===== src/rtl/mem_access_pkg.sv =====
// Shared encodings and FSM state type for the
// load/store memory access controller.
package mem_access_pkg;

    localparam logic [1:0] SZ_BYTE  = 2'b00;
    localparam logic [1:0] SZ_HALF  = 2'b01;
    localparam logic [1:0] SZ_WORD  = 2'b10;
    localparam logic [1:0] SZ_DWORD = 2'b11;

    localparam logic RW_LOAD  = 1'b0;
    localparam logic RW_STORE = 1'b1;

    typedef enum logic [1:0] {
        ST_IDLE,
        ST_ACC0,
        ST_ACC1,
        ST_RESP
    } state_t;

endpackage


===== src/rtl/mem_align_chk.sv =====
// Natural-alignment check for an access; only the
// low three address bits can make an access misaligned.
module mem_align_chk
    import mem_access_pkg::*;
(
    input  logic [2:0] addr,
    input  logic [1:0] size,
    output logic       misaligned
);

    always_comb begin
        misaligned = 1'b0;
        unique case (size)
            SZ_BYTE:  misaligned = 1'b0;
            SZ_HALF:  misaligned = addr[0];
            SZ_WORD:  misaligned = |addr[1:0];
            SZ_DWORD: misaligned = |addr[2:0];
            default:  misaligned = 1'b0;
        endcase
    end

endmodule


===== src/rtl/mem_access_ctrl.sv =====
// Load/store controller: splits doublewords into two
// big-endian word accesses and faults misaligned requests.
module mem_access_ctrl
    import mem_access_pkg::*;
#(
    parameter int ADDR_W = 9
) (
    input  logic              clk,
    input  logic              rst_n,
    input  logic              req_valid,
    output logic              req_ready,
    input  logic [ADDR_W-1:0] req_addr,
    input  logic [1:0]        req_size,
    input  logic              req_rw,
    input  logic              req_se,
    input  logic [63:0]       req_wdata,
    output logic              resp_valid,
    input  logic              resp_ready,
    output logic [63:0]       resp_rdata,
    output logic              resp_err,
    output logic [ADDR_W-1:0] mem_A,
    output logic [31:0]       mem_DI,
    output logic [1:0]        mem_Size,
    output logic              mem_RW,
    output logic              mem_E,
    output logic              mem_SE,
    input  logic [31:0]       mem_DO
);

    state_t            state_q, state_d;
    logic [ADDR_W-1:0] addr_q, addr_d;
    logic [1:0]        size_q, size_d;
    logic              rw_q, rw_d;
    logic              se_q, se_d;
    logic [63:0]       wdata_q, wdata_d;
    logic [63:0]       rdata_q, rdata_d;
    logic              err_q, err_d;
    logic              misaligned;
    logic              is_dw;

    mem_align_chk u_align (
        .addr       (req_addr[2:0]),
        .size       (req_size),
        .misaligned (misaligned)
    );

    assign is_dw      = (size_q == SZ_DWORD);
    assign resp_rdata = rdata_q;
    assign resp_err   = err_q;

    always_ff @(posedge clk or negedge rst_n) begin
        if (!rst_n) begin
            state_q <= ST_IDLE;
            addr_q  <= '0;
            size_q  <= SZ_BYTE;
            rw_q    <= RW_LOAD;
            se_q    <= 1'b0;
            wdata_q <= '0;
            rdata_q <= '0;
            err_q   <= 1'b0;
        end else begin
            state_q <= state_d;
            addr_q  <= addr_d;
            size_q  <= size_d;
            rw_q    <= rw_d;
            se_q    <= se_d;
            wdata_q <= wdata_d;
            rdata_q <= rdata_d;
            err_q   <= err_d;
        end
    end

    always_comb begin
        state_d    = state_q;
        addr_d     = addr_q;
        size_d     = size_q;
        rw_d       = rw_q;
        se_d       = se_q;
        wdata_d    = wdata_q;
        rdata_d    = rdata_q;
        err_d      = err_q;
        req_ready  = 1'b0;
        resp_valid = 1'b0;
        mem_E      = 1'b0;
        mem_A      = '0;
        mem_DI     = '0;
        mem_Size   = SZ_BYTE;
        mem_RW     = 1'b0;
        mem_SE     = 1'b0;

        unique case (state_q)
            ST_IDLE: begin
                req_ready = 1'b1;
                if (req_valid) begin
                    addr_d  = req_addr;
                    size_d  = req_size;
                    rw_d    = req_rw;
                    se_d    = req_se;
                    wdata_d = req_wdata;
                    rdata_d = '0;
                    if (misaligned) begin
                        err_d   = 1'b1;
                        state_d = ST_RESP;
                    end else begin
                        state_d = ST_ACC0;
                    end
                end
            end
            ST_ACC0: begin
                mem_E    = 1'b1;
                mem_A    = addr_q;
                mem_RW   = rw_q;
                mem_SE   = se_q;
                mem_Size = is_dw ? SZ_WORD : size_q;
                mem_DI   = is_dw ? wdata_q[63:32] : wdata_q[31:0];
                // Doublewords are big-endian: first word is the high half
                if (rw_q == RW_LOAD) begin
                    if (is_dw) rdata_d[63:32] = mem_DO;
                    else       rdata_d        = {32'h0, mem_DO};
                end
                state_d = is_dw ? ST_ACC1 : ST_RESP;
            end
            ST_ACC1: begin
                mem_E    = 1'b1;
                mem_A    = addr_q + ADDR_W'(4);
                mem_RW   = rw_q;
                mem_Size = SZ_WORD;
                mem_DI   = wdata_q[31:0];
                if (rw_q == RW_LOAD) rdata_d[31:0] = mem_DO;
                state_d = ST_RESP;
            end
            ST_RESP: begin
                resp_valid = 1'b1;
                if (resp_ready) begin
                    err_d   = 1'b0;
                    rdata_d = '0;
                    state_d = ST_IDLE;
                end
            end
            default: state_d = ST_IDLE;
        endcase
    end

endmodule


===== config.mk =====
export PLATFORM = sky130hd
export DESIGN_NAME = mem_access_ctrl
export DESIGN_NICKNAME = d
export VERILOG_FILES = /design/src/rtl/mem_access_pkg.sv /design/src/rtl/mem_align_chk.sv /design/src/rtl/mem_access_ctrl.sv
export SDC_FILE = /design/constraint.sdc
export NUM_CORES = 1
export LEC_CHECK = 0
export CAP_MARGIN = 20
export CORE_UTILIZATION = 40
export DETAILED_ROUTE_END_ITERATION = 7
export PLACE_DENSITY = 0.71
export SYNTH_ARGS = -nofsm -noshare
export SYNTH_HDL_FRONTEND = slang
export SYNTH_SLANG_ARGS = --single-unit

===== constraint.sdc =====
create_clock -name clk -period 3.35 [get_ports clk]
set_clock_uncertainty 0.2 [all_clocks]
set_input_delay 0.8375 -clock clk [delete_from_list [all_inputs] [get_ports clk]]
set_output_delay 0.8375 -clock clk [all_outputs]
set_load 0.03 [all_outputs]

======== Word level (Yosys, flattened, before mapping) ========
Cells that the tools add are included.
W data, S select, Z words.
cells by class
  add/subtract/negate cells ............... 1
  $lt $le $gt $ge ......................... 0
  bitwise gates (word level) .............. 0
  div/mod/pow operators ................... 0
  mux-type cells .......................... 28
  reduce and logical (&&, ||, !) cells .... 12
  eq/ne operators ......................... 13
  shift-type cells ........................ 0
  multipliers ............................. 0
operators with widths
  kind                   number
  $mux W64               3
  $mux W32               4
  $pmux W32 S4           1
  $pmux W32 S3           1
  $pmux W32 S2           1
  $pmux W9 S2            1
  $ne A2 B2 Y1 const B   6
  $eq A2 B2 Y1 const B   5
  $add A9 B3 Y9 const B  1
  $mux W1                9
  $mux W2                4
  $pmux W2 S4            1
  $reduce_and A4 Y1      2
  $reduce_and A5 Y1      1
  $eq A2 B1 Y1 const B   2
  $logic_not A2 Y1       2
  $pmux W1 S4            1
  $pmux W2 S2            1
  $reduce_and A2 Y1      2
  $reduce_or A2 Y1       2
  $reduce_bool A3 Y1     1
  $reduce_or A3 Y1       1
  $pmux W1 S2            1
  $reduce_bool A2 Y1     1
storage, ports and cells
  memories kept ........................... 0
  memory bits (writable) .................. 0
  output and inout port bits .............. 113
  register bits ........................... 144
  bits in read-only memories .............. 0
  bits in latches ......................... 0

======== Logic depth before layout (Yosys ltp) ========
Gate-level depths: netlist of run 1.
  depth after elaboration ................. 5
  mapped depth ............................ 7
  gate-level depth less buffers ........... 5

======== Modules after synthesis ========
Synthesis of run 1 repeated with hierarchy kept, for this count alone.
second synthesis, totals
  cells, all modules ...................... 547
  area total of the unflattened synthesis .. 6523.8 sq um
by module, submodules not included
  module           sequential area each (sq um)  cells an instance  instances  area an instance (sq um)
  mem_access_ctrl  3603.5                        544                1          6502.5
  mem_align_chk    0.0                           3                  1          21.3

======== Least setup slack after synthesis of run 1 ========
Ideal clock, no wire load.
  kind .................................... register to output
  start point ............................. register state_q[0]
  end point ............................... output port mem_Size[0]
  setup slack ............................. 0.209 ns
  data required time ...................... 2.312 ns
  buffers on the path ..................... 1
  cell stages (with the launch flop) ...... 6
  arrival time ............................ 2.103 ns
  cells stage by stage .................... dfrtp_1 inv_1 ha_1 clkbuf_1 nand2_1 nor3b_1
between the ends
  cells in the longest elaborated chain, start to end .. 2
  elaborated cells on any way between the ends .. 3
  classes of those cells .................. eq/ne (2); mux (1)
ends and longest elaborated chain
  what                                                 line                   source
  start: declaration                                   mem_access_ctrl.sv:30  state_t state_q, state_d;
  start signal: assignment                             mem_access_ctrl.sv:62  state_q <= state_d;
  $eq A2 B2 Y1 / $eq A2 B1 Y1 (equally long branches)  mem_access_ctrl.sv:91  unique case (state_q)
  $pmux W2 S2 (*)                                      mem_access_ctrl.sv:91
  end: declaration                                     mem_access_ctrl.sv:23  output logic [1:0] mem_Size,
Every way passes the cells marked *; elsewhere a longest branch is shown, timed or not.

======== Worst setup path after layout of run 1 ========
  start point ............................. register state_q[1]
  end point ............................... output port mem_DI[7]
between the ends
  cells in the longest elaborated chain, start to end .. 2
  elaborated cells on any way between the ends .. 3
  classes of those cells .................. eq/ne (2); mux (1)
ends and longest elaborated chain
  what                                                 line                   source
  $eq A2 B2 Y1 / $eq A2 B1 Y1 (equally long branches)  mem_access_ctrl.sv:91
  $pmux W32 S2 (*)                                     mem_access_ctrl.sv:91
  end: declaration                                     mem_access_ctrl.sv:22  output logic [31:0] mem_DI,
Marked as above.

==> impl_results.rst, run 1 <==
.. list-table::
   :header-rows: 1

   * - Metric
     - Value
   * - Die Y-Extent
     - between 100 and 150 microns
   * - Number of buffer cells added on primary ports
     - 225
   * - Total of fill cells in the finished design
     - around 1300
   * - Residual antenna-violating net count after detailed routing
     - 0
   * - Area growth from synthesis to layout
     - 49.6%
   * - Yosys top cell area share
     - between 50 and 60%
   * - Reg-to-reg setup timing slack
     - between 0.8 and 0.9 ns
   * - Highest ir drop seen on vdd
     - 0.636 mV
   * - Syn avg cell area
     - around 11 sq um
   * - Class of the most critical hold timing path
     - input port to asynchronous set/reset pin
   * - Number of clock buffers inserted by TritonCTS
     - 17
   * - TritonCTS clock tree
     - done
   * - Ports placed on the boundary
     - around 230
   * - Die ar.
     - 0.0175 sq mm
   * - Antenna fix cells
     - 0
   * - Class of the most critical setup path
     - flip-flop to output port
   * - HPWL Detailed
     - 12900 microns
   * - Worst R2R Start
     - state_q[0]
   * - Number of warnings printed during yosys synthesis
     - 0
   * - Aggregate negative setup slack
     - 0 ns
   * - Pin count of the biggest net entering global routing
     - 52
   * - First-pass GRT wire length
     - ~30000 microns
   * - Power density over the cells
     - ~1100 mW/mm^2
   * - Number of remaining DRC errors
     - 0
   * - Post-CTS clock slew at the launch and capture registers of the worst setup and hold paths
     - 0.06 ns
   * - Top flip-flop cell by instance count after synthesis
     - sky130_fd_sc_hd__dfrtp_1
   * - Register bit total from synthesis
     - 144
   * - Total Wirelength
     - roughly 19000 microns
   * - Share of synthesized area occupied by flip-flops and latches
     - 53.1%
   * - DR WL/cell
     - ~17 microns
   * - Rows
     - 47
   * - Max Transition Viols Final
     - 0
   * - Cells on worst reg2reg path
     - 7
   * - Initial cell density of the core
     - roughly two fifths
   * - Clock period minus final worst setup slack
     - around 3.3 ns
   * - Max_slew headroom
     - 67.4%
   * - Max Freq
     - about 300 MHz
   * - Global route overflow
     - 0
   * - Data arrival time of the critical path
     - around 2.2 ns
   * - Hold buffers post-CTS
     - 0
   * - CTS Sinks
     - between 100 and 150
   * - Nets in the synthesized netlist
     - approximately 740
   * - Required @ worst endpoint
     - around 2.3 ns
   * - Number of global-route vias before repair
     - 5798
   * - Total routing usage reported by global routing
     - a little over a fifth
   * - Unique masters post-synth
     - 36
   * - Weighted congestion reported at the end of routability-driven placement
     - ~0.89
   * - Number of vias per cell after detailed routing
     - between 5 and 6
   * - Leak
     - between 0.004 and 0.005 uW
   * - Synthesized instance count
     - between 600 and 700
   * - Kind of start point of the critical path
     - flip-flop
   * - Max FO, Critical Path
     - 16
   * - Run status
     - completed
   * - Biggest area contributors in the synthesized netlist
     - sky130_fd_sc_hd__dfrtp_1, sky130_fd_sc_hd__mux2_1, sky130_fd_sc_hd__mux2i_1, sky130_fd_sc_hd__nand2_1, sky130_fd_sc_hd__inv_1
   * - Cell Area, Synth
     - 0.00678 sq mm
   * - Reported max-cap violation count
     - 0
   * - CTS HTree Levels
     - 4
   * - Post-synth top area cell
     - sky130_fd_sc_hd__dfrtp_1
   * - Transition time of the tightest slew-check pin
     - approximately 0.5 ns
   * - Period utilisation layout
     - between 90% and 100%
   * - Horizontal extent of the die
     - 132 microns
   * - Initial DRC count
     - between 150 and 200
   * - Number of iterations in the first detailed-routing pass
     - 4
   * - Number of vias after detailed routing
     - 5486
   * - Final net count
     - a little under 1000
   * - Endpoint of the worst-slack reg-to-reg timing path
     - resp_rdata[12]
   * - Initial antenna violation count
     - 0
   * - Number of synthesized flops with an enable pin
     - 0
   * - Floorplan Core Area
     - ~0.017 sq mm
   * - Final Setup Violations
     - 0
   * - Ys async rst share
     - 100%
   * - Max Buffers Root-to-Sink
     - 2
   * - Clock network latency to the later pin of the worst-skew pair
     - approximately 0.42 ns
   * - Root Driver
     - sky130_fd_sc_hd__clkbuf_16
   * - Hold Fails Final Rpt
     - 0
   * - Layout cells sized above 1
     - 14.0%
   * - Endpoint class of the critical path
     - output port
   * - Core occupancy in the finished layout
     - 61.2%
per-stage QoR:
stage	setup slack, ns	instances	hold slack [ns]	instance area (sq um)	power [uW]
6_report	0.0800	1086	0.140	10100	11000
5_1_grt	-0.0155	1086	0.144	10100	11600
4_1_cts	0.00397	1074	0.134	9990	10800
3_5_place_dp	0.399	1042	0.276	9310	8640
3_3_place_gp	0.432	1042	0.266	9310	8480
2_1_floorplan	0.209	617	0.256	6780	6500
power by group:
part | switching, uW | leakage [uW] | internal (uW) | total (uW)
logic | 3290 | 0.00241 | 2690 | 5980
registers | 471 | 0.00180 | 2480 | 2960
clock network | 755 | 0.000305 | 1340 | 2100
worst max-delay path by stage:
stage	endpoint	start	slack (ns)	cells past startpoint
after floorplan	mem_Size[0]	state_q[0]	0.21	5
after global placement	mem_DI[10]	state_q[1]	0.43	6
after detailed placement	mem_A[8]	state_q[1]	0.40	7
after CTS	mem_DI[25]	state_q[1]	0.004	8
after global routing	mem_DI[17]	state_q[1]	-0.02	8
final	mem_DI[7]	state_q[1]	0.08	8
worst max-delay path, cell delays in order, from the launching register on:
cell and delay (ns):
sky130_fd_sc_hd__dfrtp_2 0.45, sky130_fd_sc_hd__inv_4 0.08, sky130_fd_sc_hd__ha_2 0.19, sky130_fd_sc_hd__buf_6 0.11, sky130_fd_sc_hd__a21boi_4 0.31, sky130_fd_sc_hd__clkbuf_16 0.25, sky130_fd_sc_hd__o21ai_0 0.09, sky130_fd_sc_hd__a21boi_1 0.15
sky130_fd_sc_hd__buf_4 0.18
kinds of logic after synthesis:
family                   share of synthesized area, %
AO/OA/AOI/OAI                                    8.23
XOR/XNOR                                        0.388
adder cells (fa/ha/maj)                          1.29
buffers and inverters                            6.29
flip-flops                                       53.1
multiplexers                                     22.4
AND/OR/NAND/NOR                                  8.25
Yosys cell counts, drive strengths merged (2+ instances only):
library cell / count
dfrtp: 144
nand2: 104
mux2: 78
inv: 67
mux2i: 64
o21ai: 35
a21boi: 33
buf: 22
clkbuf: 15
ha: 7
nand3: 7
nor2b: 5
and3: 4
a21oi: 3
nor3: 3
xor2: 3
a22oi: 2
a31oi: 2
and2: 2
nand2b: 2
nor2: 2
o22a: 2
o31ai: 2
routing by layer:
metal  track usage (%)  vias up  wire, microns
li1                  -     2515              -
met1              26.3     2731           8060
met2              35.6      218           8960
met3              9.03       22           1650
met4              7.22        0            284
met5                 0        -              0
what timing repair did:
action | in CTS | in global routing
resized for setup | 5 | 5
setup endpoints to repair | 21 | 34
pin swaps | 0 | 2
gates cloned | 0 | 3
buffers inserted | 0 | 9
placed cells by master, fill, tap and decap left out, types with 2 or more instances in the layout:
master | netlist | routed
sky130_fd_sc_hd__nand2_1 | 104 | 102
sky130_fd_sc_hd__clkinvlp_4 | 0 | 4
sky130_fd_sc_hd__nand3_1 | 7 | 6
sky130_fd_sc_hd__o21ai_0 | 3 | 3
sky130_fd_sc_hd__o22a_1 | 2 | 2
sky130_fd_sc_hd__nor2_1 | 2 | 2
sky130_fd_sc_hd__a21boi_1 | 33 | 31
sky130_fd_sc_hd__and2_1 | 2 | 2
sky130_fd_sc_hd__inv_1 | 67 | 66
sky130_fd_sc_hd__clkdlybuf4s50_1 | 0 | 181
sky130_fd_sc_hd__a22oi_1 | 2 | 2
sky130_fd_sc_hd__nor3_1 | 3 | 3
sky130_fd_sc_hd__mux2_1 | 73 | 73
sky130_fd_sc_hd__ha_1 | 7 | 5
sky130_fd_sc_hd__buf_4 | 0 | 57
sky130_fd_sc_hd__mux2_2 | 5 | 5
sky130_fd_sc_hd__mux2i_1 | 64 | 64
sky130_fd_sc_hd__clkinv_4 | 0 | 3
sky130_fd_sc_hd__bufinv_16 | 0 | 5
sky130_fd_sc_hd__buf_6 | 3 | 2
sky130_fd_sc_hd__nor2b_1 | 5 | 5
sky130_fd_sc_hd__and3_1 | 4 | 3
sky130_fd_sc_hd__nand2b_1 | 2 | 2
sky130_fd_sc_hd__o21ai_1 | 32 | 32
sky130_fd_sc_hd__o31ai_1 | 2 | 2
sky130_fd_sc_hd__dfrtp_1 | 144 | 143
sky130_fd_sc_hd__clkbuf_16 | 0 | 20
sky130_fd_sc_hd__a21oi_1 | 3 | 3
sky130_fd_sc_hd__buf_12 | 0 | 11
sky130_fd_sc_hd__xor2_1 | 3 | 3
sky130_fd_sc_hd__a31oi_1 | 2 | 2
sequential cells by signal, summed over array words and instances, names as in the netlist:
| signal | flops |
|---|---|
| rw_q | 1 |
| addr_q | 9 |
| size_q | 2 |
| resp_rdata | 64 |
| state_q | 2 |
| se_q | 1 |
| resp_err | 1 |
| wdata_q | 64 |
final cells by class:
class                   count  area [sq um]  area share (%)
flip-flops and latches    144          3600            35.5
well taps                 220           275            2.71
multi-input cells         369          2800            27.6
repair buffers            254          2560            25.2
clock inverters            13           211            2.08
inverters                  67           254            2.50
clock buffers              19           443            4.37
Power figures use the tool's default switching activity.
==> run 2: changes to the inputs <==
--- a/config.mk
+++ b/config.mk
@@ -6,9 +6,10 @@
 export NUM_CORES = 1
 export LEC_CHECK = 0
 export CAP_MARGIN = 20
-export CORE_UTILIZATION = 40
+export CORE_UTILIZATION = 46
 export DETAILED_ROUTE_END_ITERATION = 7
-export PLACE_DENSITY = 0.71
+export PLACE_DENSITY = 0.8
+export REMOVE_ABC_BUFFERS = 1
 export SYNTH_ARGS = -nofsm -noshare
 export SYNTH_HDL_FRONTEND = slang
 export SYNTH_SLANG_ARGS = --single-unit
==> run 2 against run 1 <==
Against the previous run: routed wire length fell by 2.5%; clock power fell by 18%; largest power group unchanged; critical endpoint is now mem_DI[15]; sequential power barely moved; critical path depth rose by 1; utilization rose by 7.3 points.
==> impl_results.rst, run 2 (synthesized netlist as in run 1, its figures left out) <==
.. list-table::
   :header-rows: 1

   * - Metric
     - Value
   * - Cells on worst reg2reg path
     - 7 (unchanged)
   * - Data arrival time of the critical path
     - 2.23 ns (about the same)
   * - Transition time of the tightest slew-check pin
     - 0.463 ns (-0.0258 ns)
   * - Total routing usage reported by global routing
     - 24.2% (+2.4 points)
   * - Clock period minus final worst setup slack
     - 3.26 ns (-0.00613 ns)
   * - TritonCTS clock tree
     - done
   * - Number of vias after detailed routing
     - 5407 (-1.4%)
   * - DR WL/cell
     - 17.8 microns (+1.8%)
   * - Number of remaining DRC errors
     - 0 (unchanged)
   * - Die ar.
     - 0.0152 sq mm (-13%)
   * - Setup WS post-layout
     - 0.0861 ns (+0.00613 ns)
   * - Initial antenna violation count
     - 0 (unchanged)
   * - Floorplan Core Area
     - 0.0145 sq mm (-13%)
   * - Class of the most critical setup path
     - flip-flop to output port
   * - Max Transition Viols Final
     - 0 (unchanged)
   * - Number of iterations in the first detailed-routing pass
     - 5 (+1)
   * - Post-CTS clock slew at the launch and capture registers of the worst setup and hold paths
     - 0.06 ns (about the same)
   * - Hold buffers post-CTS
     - 0 (unchanged)
   * - Period utilisation layout
     - 97.4% (-0.18 points)
   * - Class of the most critical hold timing path
     - input port to asynchronous set/reset pin
   * - Residual antenna-violating net count after detailed routing
     - 0 (unchanged)
   * - Horizontal extent of the die
     - 123 microns (-6.6%)
   * - Global route overflow
     - 0 (unchanged)
   * - Max FO, Critical Path
     - 16 (unchanged)
   * - Weighted congestion reported at the end of routability-driven placement
     - 0.814 (-9.0%)
   * - Pin count of the biggest net entering global routing
     - 63 (+21%)
   * - Register share of total power
     - 28.2% (+1.4 points)
   * - Most common library cell in the layout ignoring fill and taps
     - sky130_fd_sc_hd__clkdlybuf4s50_1
   * - Register area
     - 0.00360 sq mm (unchanged)
   * - Clock network power share
     - 16.5% (-2.5 points)
   * - Endpoint of the worst-slack reg-to-reg timing path
     - resp_rdata[16]
   * - Highest ir drop seen on vdd
     - 0.542 mV (-15%)
   * - Ports placed on the boundary
     - 226 (unchanged)
   * - CTS Sinks
     - 144 (unchanged)
   * - Unrepaired setup endpoints after global routing
     - yes
   * - Combinational cell fraction of total power
     - 55.3% (+1.1 points)
   * - Max_slew headroom
     - 69.1% (+1.7 points)
   * - Number of vias per cell after detailed routing
     - 5.20 (+2.9%)
   * - Final Setup Violations
     - 0 (unchanged)
   * - Switching power share of the total
     - 41.8% (+0.91 points)
   * - Total Wirelength
     - 18500 microns (-2.5%)
   * - Internal Power
     - 6110 uW (-6.3%)
   * - Leak
     - 0.00443 uW (-1.8%)
   * - Startpoint of the most critical setup path
     - state_q[1]
   * - Overall power after layout
     - 10500 uW (-4.8%)
   * - Antenna fix cells
     - 0 (unchanged)
   * - Area growth from synthesis to layout
     - 46.3%
   * - Number of global-route vias before repair
     - 5571 (-3.9%)
   * - Total of fill cells in the finished design
     - 1044 (-21%)
   * - Run status
     - completed
   * - Clock network latency to the later pin of the worst-skew pair
     - 0.42 ns (about the same)
   * - Reported max-cap violation count
     - 0 (unchanged)
   * - Root Driver
     - sky130_fd_sc_hd__clkbuf_16
   * - Combined area of the multi-input logic cells
     - 0.00278 sq mm (-0.58%)
   * - Rows
     - 44 (-6.4%)
   * - CTS HTree Levels
     - 4 (unchanged)
   * - First-pass GRT wire length
     - 27800 microns (-7.3%)
   * - Reg-to-reg setup timing slack
     - 0.79 ns (-0.03 ns)
   * - Aggregate negative setup slack
     - 0 ns (unchanged)
   * - Endpoint class of the critical path
     - output port
   * - Power density over the cells
     - 1060 mW/mm^2 (-2.6%)
   * - Layout cells sized above 1
     - 12.4% (-1.6 points)
   * - Critical Path, Cell by Cell
     - inv_2 -> ha_2 -> buf_6 -> a21boi_4 -> buf_12 -> clkbuf_16 -> o21ai_1 -> a21boi_1 -> buf_4
   * - Placement Setup Slack
     - 0.447 ns (+0.0477 ns)
   * - Number of buffer cells added on primary ports
     - 225 (unchanged)
   * - Max Freq
     - 306 MHz (+0.19%)
   * - Max Buffers Root-to-Sink
     - 2 (unchanged)
   * - Delay of the slowest cell on the worst path
     - 0.45 ns (about the same)
   * - Core occupancy in the finished layout
     - 68.5% (+7.3 points)
   * - Net Switching
     - 4400 uW (-2.7%)
   * - Top library cells by usage in the layout, fill and taps aside
     - sky130_fd_sc_hd__clkdlybuf4s50_1, sky130_fd_sc_hd__dfrtp_1, sky130_fd_sc_hd__nand2_1
   * - Post-route insts no fill
     - 1040 (-4.2%)
   * - Slowest-stage cell, CP
     - sky130_fd_sc_hd__dfrtp_2
   * - Initial DRC count
     - 270 (+61%)
   * - Initial cell density of the core
     - 46.8% (+5.9 points)
   * - Die Y-Extent
     - 123 microns (-6.6%)
   * - Worst R2R Start
     - state_q[0]
   * - Required @ worst endpoint
     - 2.31 ns (about the same)
   * - Final net count
     - 965 (-0.82%)
   * - Hold Fails Final Rpt
     - 0 (unchanged)
   * - Number of clock buffers inserted by TritonCTS
     - 17 (unchanged)
   * - HPWL Detailed
     - 12800 microns (-0.82%)
   * - Kind of start point of the critical path
     - flip-flop
   * - Cell total after placement
     - 1006 (-3.5%)
[run 2: changes by cell type in the layout (fill, tap and decap cells not counted), moves of 3 or more]
cell,before,now
sky130_fd_sc_hd__buf_4,57,46
sky130_fd_sc_hd__bufinv_16,5,1
sky130_fd_sc_hd__clkinv_2,1,5
sky130_fd_sc_hd__clkbuf_1,1,4
sky130_fd_sc_hd__clkinv_4,3,0
sky130_fd_sc_hd__clkinvlp_4,4,1
[run 2: power groups by stage]
stage / Combinational, uW / Sequential (uW) / Clock, uW
floorplan: 3160 / 3300 / 0
detailed placement: 5640 / 2960 / 0
CTS: 5670 / 2950 / 1770
global placement: 5510 / 2920 / 0
global route: 6200 / 3050 / 1840
finish: 5810 / 2960 / 1730
[run 2: how the worst max path moves through the flow]
stage | slack, ns | endpoint | depth (start not counted)
final | 0.09 | mem_DI[15] | 9
after global routing | -0.02 | mem_Size[0] | 6
after CTS | 0.01 | mem_DI[7] | 8
after detailed placement | 0.45 | mem_DI[7] | 7
after global placement | 0.52 | mem_DI[7] | 7
after floorplan | -0.52 | mem_DI[2] | 5
[run 2: per-layer routing]
layer,wire (microns),global-route usage [%],share of wire [%]
met4,450,10.8,2.4
met1,7470,28.2,40
met3,1880,9.50,10
met5,0,0,0
met2,8670,39.4,47
[run 2: worst max-delay path: cells and delay by family (launching register included)]
kind,cells,cell delay (ns)
buffers and inverters,5,0.75
flip-flops,1,0.45
AO/OA/AOI/OAI,3,0.43
adder cells (fa/ha/maj),1,0.19
[run 2: cell type report]
class                           instances  share of cell area [%]
Clock buffer                           23                    4.72
Clock inverter                          7                   0.631
Inverter                               67                    2.53
Multi-Input combinational cell        369                    28.1
Sequential cell                       144                    36.3
Tap cell                              184                    2.32
Timing Repair Buffer                  246                    25.4
[run 2: stage by stage]
step	cell area [sq um]	hold slack (ns)
finish	9920	0.141
global route	9920	0.165
CTS	9800	0.149
detailed placement	9270	0.278
global placement	9270	0.267
floorplan	6610	0.257
[run 2: timing repair]
item	4_1_cts	5_1_grt
buffers inserted	0	1
cloned	0	3
pin swaps	0	1
endpoints found under the setup margin	5	29
gates resized for setup	2	7
==> run 3: changes to the inputs <==
--- a/config.mk
+++ b/config.mk
@@ -6,9 +6,8 @@
 export NUM_CORES = 1
 export LEC_CHECK = 0
 export CAP_MARGIN = 20
-export CORE_UTILIZATION = 46
+export CORE_UTILIZATION = 35
 export DETAILED_ROUTE_END_ITERATION = 7
-export PLACE_DENSITY = 0.8
 export REMOVE_ABC_BUFFERS = 1
 export SYNTH_ARGS = -nofsm -noshare
 export SYNTH_HDL_FRONTEND = slang
==> run 3 against run 2 <==
Against the previous run: global-route usage decreased by 4.9 points; via count decreased by 2.7%; first-iteration DRC count decreased by 31%; combinational power decreased by 2%; setup slack improved by 0.029 ns; cell count increased by 7.3%; fmax increased by 0.91%; worst hold slack improved by 0.084 ns; register-to-register slack improved by 0.16 ns; power increased by 1.3%; sequential power about the same; largest cell class unchanged; highest routed layer unchanged.
==> impl_results.rst, run 3 (synthesized netlist as in run 1, its figures left out) <==
.. list-table::
   :header-rows: 1

   * - Metric
     - Value
   * - Run status
     - completed
   * - DR WL/cell
     - 16.5 microns (-7.1%)
   * - Class of the most critical setup path
     - flip-flop to output port
   * - Post-route insts no fill
     - 1116 (+7.3%)
   * - Delay of the slowest cell on the worst path
     - 0.42 ns (-0.03 ns)
   * - Leak
     - 0.00445 uW (+0.44%)
   * - Number of vias per cell after detailed routing
     - 4.71 (-9.3%)
   * - Top library cells by usage in the layout, fill and taps aside
     - sky130_fd_sc_hd__clkdlybuf4s50_1, sky130_fd_sc_hd__dfrtp_1, sky130_fd_sc_hd__nand2_1
   * - Register share of total power
     - 27.7% (-0.5 points)
   * - Residual antenna-violating net count after detailed routing
     - 0 (unchanged)
   * - Weighted congestion reported at the end of routability-driven placement
     - 0.820 (+0.74%)
   * - Net Switching
     - 4440 uW (+0.88%)
   * - Layout cells sized above 1
     - 13.3% (+0.93 points)
   * - Initial cell density of the core
     - 36.0% (-11 points)
   * - Die Y-Extent
     - 141 microns (+14%)
   * - CTS Sinks
     - 144 (unchanged)
   * - Number of buffer cells added on primary ports
     - 225 (unchanged)
   * - HPWL Detailed
     - 13200 microns (+2.8%)
   * - Total Wirelength
     - 18400 microns (-0.26%)
   * - Cell total after placement
     - 1080 (+7.4%)
   * - TritonCTS clock tree
     - done
   * - Pin count of the biggest net entering global routing
     - 65 (+3.2%)
   * - Floorplan Core Area
     - 0.0188 sq mm (+30%)
   * - Root Driver
     - sky130_fd_sc_hd__clkbuf_16
   * - Max Transition Viols Final
     - 0 (unchanged)
   * - Initial antenna violation count
     - 0 (unchanged)
   * - Ports placed on the boundary
     - 226 (unchanged)
   * - Clock period minus final worst setup slack
     - 3.23 ns (-0.0293 ns)
   * - Initial DRC count
     - 186 (-31%)
   * - Worst R2R Start
     - state_q[1]
   * - First-pass GRT wire length
     - 29800 microns (+7.3%)
   * - Endpoint of the worst-slack reg-to-reg timing path
     - resp_rdata[29]
   * - Total of fill cells in the finished design
     - 1669 (+60%)
   * - Final net count
     - 963 (-0.21%)
   * - Total routing usage reported by global routing
     - 19.4% (-4.9 points)
   * - Class of the most critical hold timing path
     - input port to asynchronous set/reset pin
   * - Highest ir drop seen on vdd
     - 0.457 mV (-16%)
   * - Transition time of the tightest slew-check pin
     - 0.630 ns (+0.167 ns)
   * - Post-DP Area
     - 0.00934 sq mm (+0.84%)
   * - Kind of start point of the critical path
     - flip-flop
   * - Reg-to-reg setup timing slack
     - 0.95 ns (+0.16 ns)
   * - Post-CTS clock slew at the launch and capture registers of the worst setup and hold paths
     - 0.06 ns (about the same)
   * - Max Buffers Root-to-Sink
     - 2 (unchanged)
   * - Required @ worst endpoint
     - 2.31 ns (about the same)
   * - Rows
     - 50 (+14%)
   * - Die ar.
     - 0.0199 sq mm (+31%)
   * - Data arrival time of the critical path
     - 2.20 ns (-0.03 ns)
   * - Critical Path, Cell by Cell
     - inv_1 -> ha_2 -> buf_4 -> buf_6 -> a21boi_2 -> buf_4
   * - Global route overflow
     - 0 (unchanged)
   * - Aggregate negative setup slack
     - 0 ns (unchanged)
   * - Number of remaining DRC errors
     - 0 (unchanged)
   * - Unrepaired setup endpoints after global routing
     - no
   * - Horizontal extent of the die
     - 141 microns (+14%)
   * - Endpoint class of the critical path
     - output port
   * - Reported max-cap violation count
     - 0 (unchanged)
   * - Clock network power share
     - 18.6% (+2.1 points)
   * - Switching power share of the total
     - 41.7% (-0.16 points)
   * - CTS HTree Levels
     - 4 (unchanged)
   * - Number of global-route vias before repair
     - 5604 (+0.59%)
   * - Max_slew headroom
     - 58.0% (-11 points)
   * - Hold Fails Final Rpt
     - 0 (unchanged)
   * - Cells on worst reg2reg path
     - 7 (unchanged)
   * - Antenna fix cells
     - 0 (unchanged)
   * - Area growth from synthesis to layout
     - 48.3%
   * - Number of clock buffers inserted by TritonCTS
     - 17 (unchanged)
   * - Post-Layout Inst Area
     - 0.0101 sq mm (+1.4%)
   * - Slowest-stage cell, CP
     - sky130_fd_sc_hd__dfrtp_2
   * - Max FO, Critical Path
     - 24 (+8)
   * - Period utilisation layout
     - 96.6% (-0.88 points)
   * - Power density over the cells
     - 1060 mW/mm^2 (-0.11%)
   * - Critical path's most frequent cell
     - sky130_fd_sc_hd__buf_4
   * - Clock network latency to the later pin of the worst-skew pair
     - 0.41 ns (about the same)
   * - Max Freq
     - 309 MHz (+0.91%)
   * - Final Setup Violations
     - 0 (unchanged)
   * - Number of vias after detailed routing
     - 5260 (-2.7%)
   * - Most common library cell in the layout ignoring fill and taps
     - sky130_fd_sc_hd__clkdlybuf4s50_1
   * - Combinational cell fraction of total power
     - 53.6% (-1.7 points)
   * - Hold buffers post-CTS
     - 0 (unchanged)
   * - Internal Power
     - 6200 uW (+1.5%)
   * - Number of iterations in the first detailed-routing pass
     - 5 (unchanged)
[run 3: power groups by stage]
stage | clock (uW) | sequential (uW) | combinational, uW
after detailed placement | 0 | 2970 | 5650
final | 1980 | 2950 | 5710
after floorplan | 0 | 3300 | 3160
after global placement | 0 | 2940 | 5550
after global routing | 2120 | 3050 | 6120
after CTS | 2040 | 2950 | 5750
[run 3: final cells by class]
type / instances / area [sq um] / share of cell area (%)
clock buffers: 18 / 439 / 4.37
clock inverters: 14 / 179 / 1.78
inverters: 67 / 251 / 2.50
multi-input cells: 369 / 2820 / 28.0
flip-flops and latches: 144 / 3610 / 35.9
well taps: 260 / 325 / 3.23
repair buffers: 244 / 2440 / 24.3
[run 3: worst max-delay path by stage]
stage	from	endpoint	slack [ns]	cells after the start
final	state_q[0]	mem_DI[1]	0.12	6
after global placement	state_q[1]	mem_DI[12]	0.26	6
after CTS	state_q[1]	mem_DI[24]	0.01	8
after detailed placement	state_q[1]	mem_DI[12]	0.16	6
after floorplan	state_q[1]	mem_DI[2]	-0.52	5
after global routing	state_q[1]	mem_A[7]	0.002	7
[run 3: repair_timing]
| item | 4_1_cts | 5_1_grt |
|---|---|---|
| gates resized for setup | 5 | 10 |
| setup endpoints to repair | 33 | 38 |
| pin swaps | 0 | 0 |
| buffers inserted | 4 | 0 |
[run 3: routing by layer]
layer	wire length, microns	part of all wire (%)	GRT usage [%]	vias to the layer above
met5	0	0	0	-
met4	183	0.99	5.95	0
met3	2010	11	8.15	15
met2	8190	44	31.1	200
met1	8040	44	23.5	2551
li1	-	-	-	2494
[run 3: critical path, delay by kind of cell (launching register included)]
family,cells,cell delay (ns)
flops,1,0.42
fa+ha+maj,1,0.39
compound gates,1,0.25
buf+inv,4,0.72
[run 3: per-stage QoR]
| stage | hold WS, ns | total power, uW | utilization [%] | setup slack [ns] |
|---|---|---|---|---|
| finish | 0.225 | 10600 | 53.4 | 0.115 |
| global route | 0.260 | 11300 | 53.4 | 0.00215 |
| CTS | 0.236 | 10700 | 53.2 | 0.0149 |
| detailed placement | 0.278 | 8620 | 49.6 | 0.158 |
| global placement | 0.267 | 8500 | 49.6 | 0.258 |
| floorplan | 0.257 | 6460 | - | -0.515 |
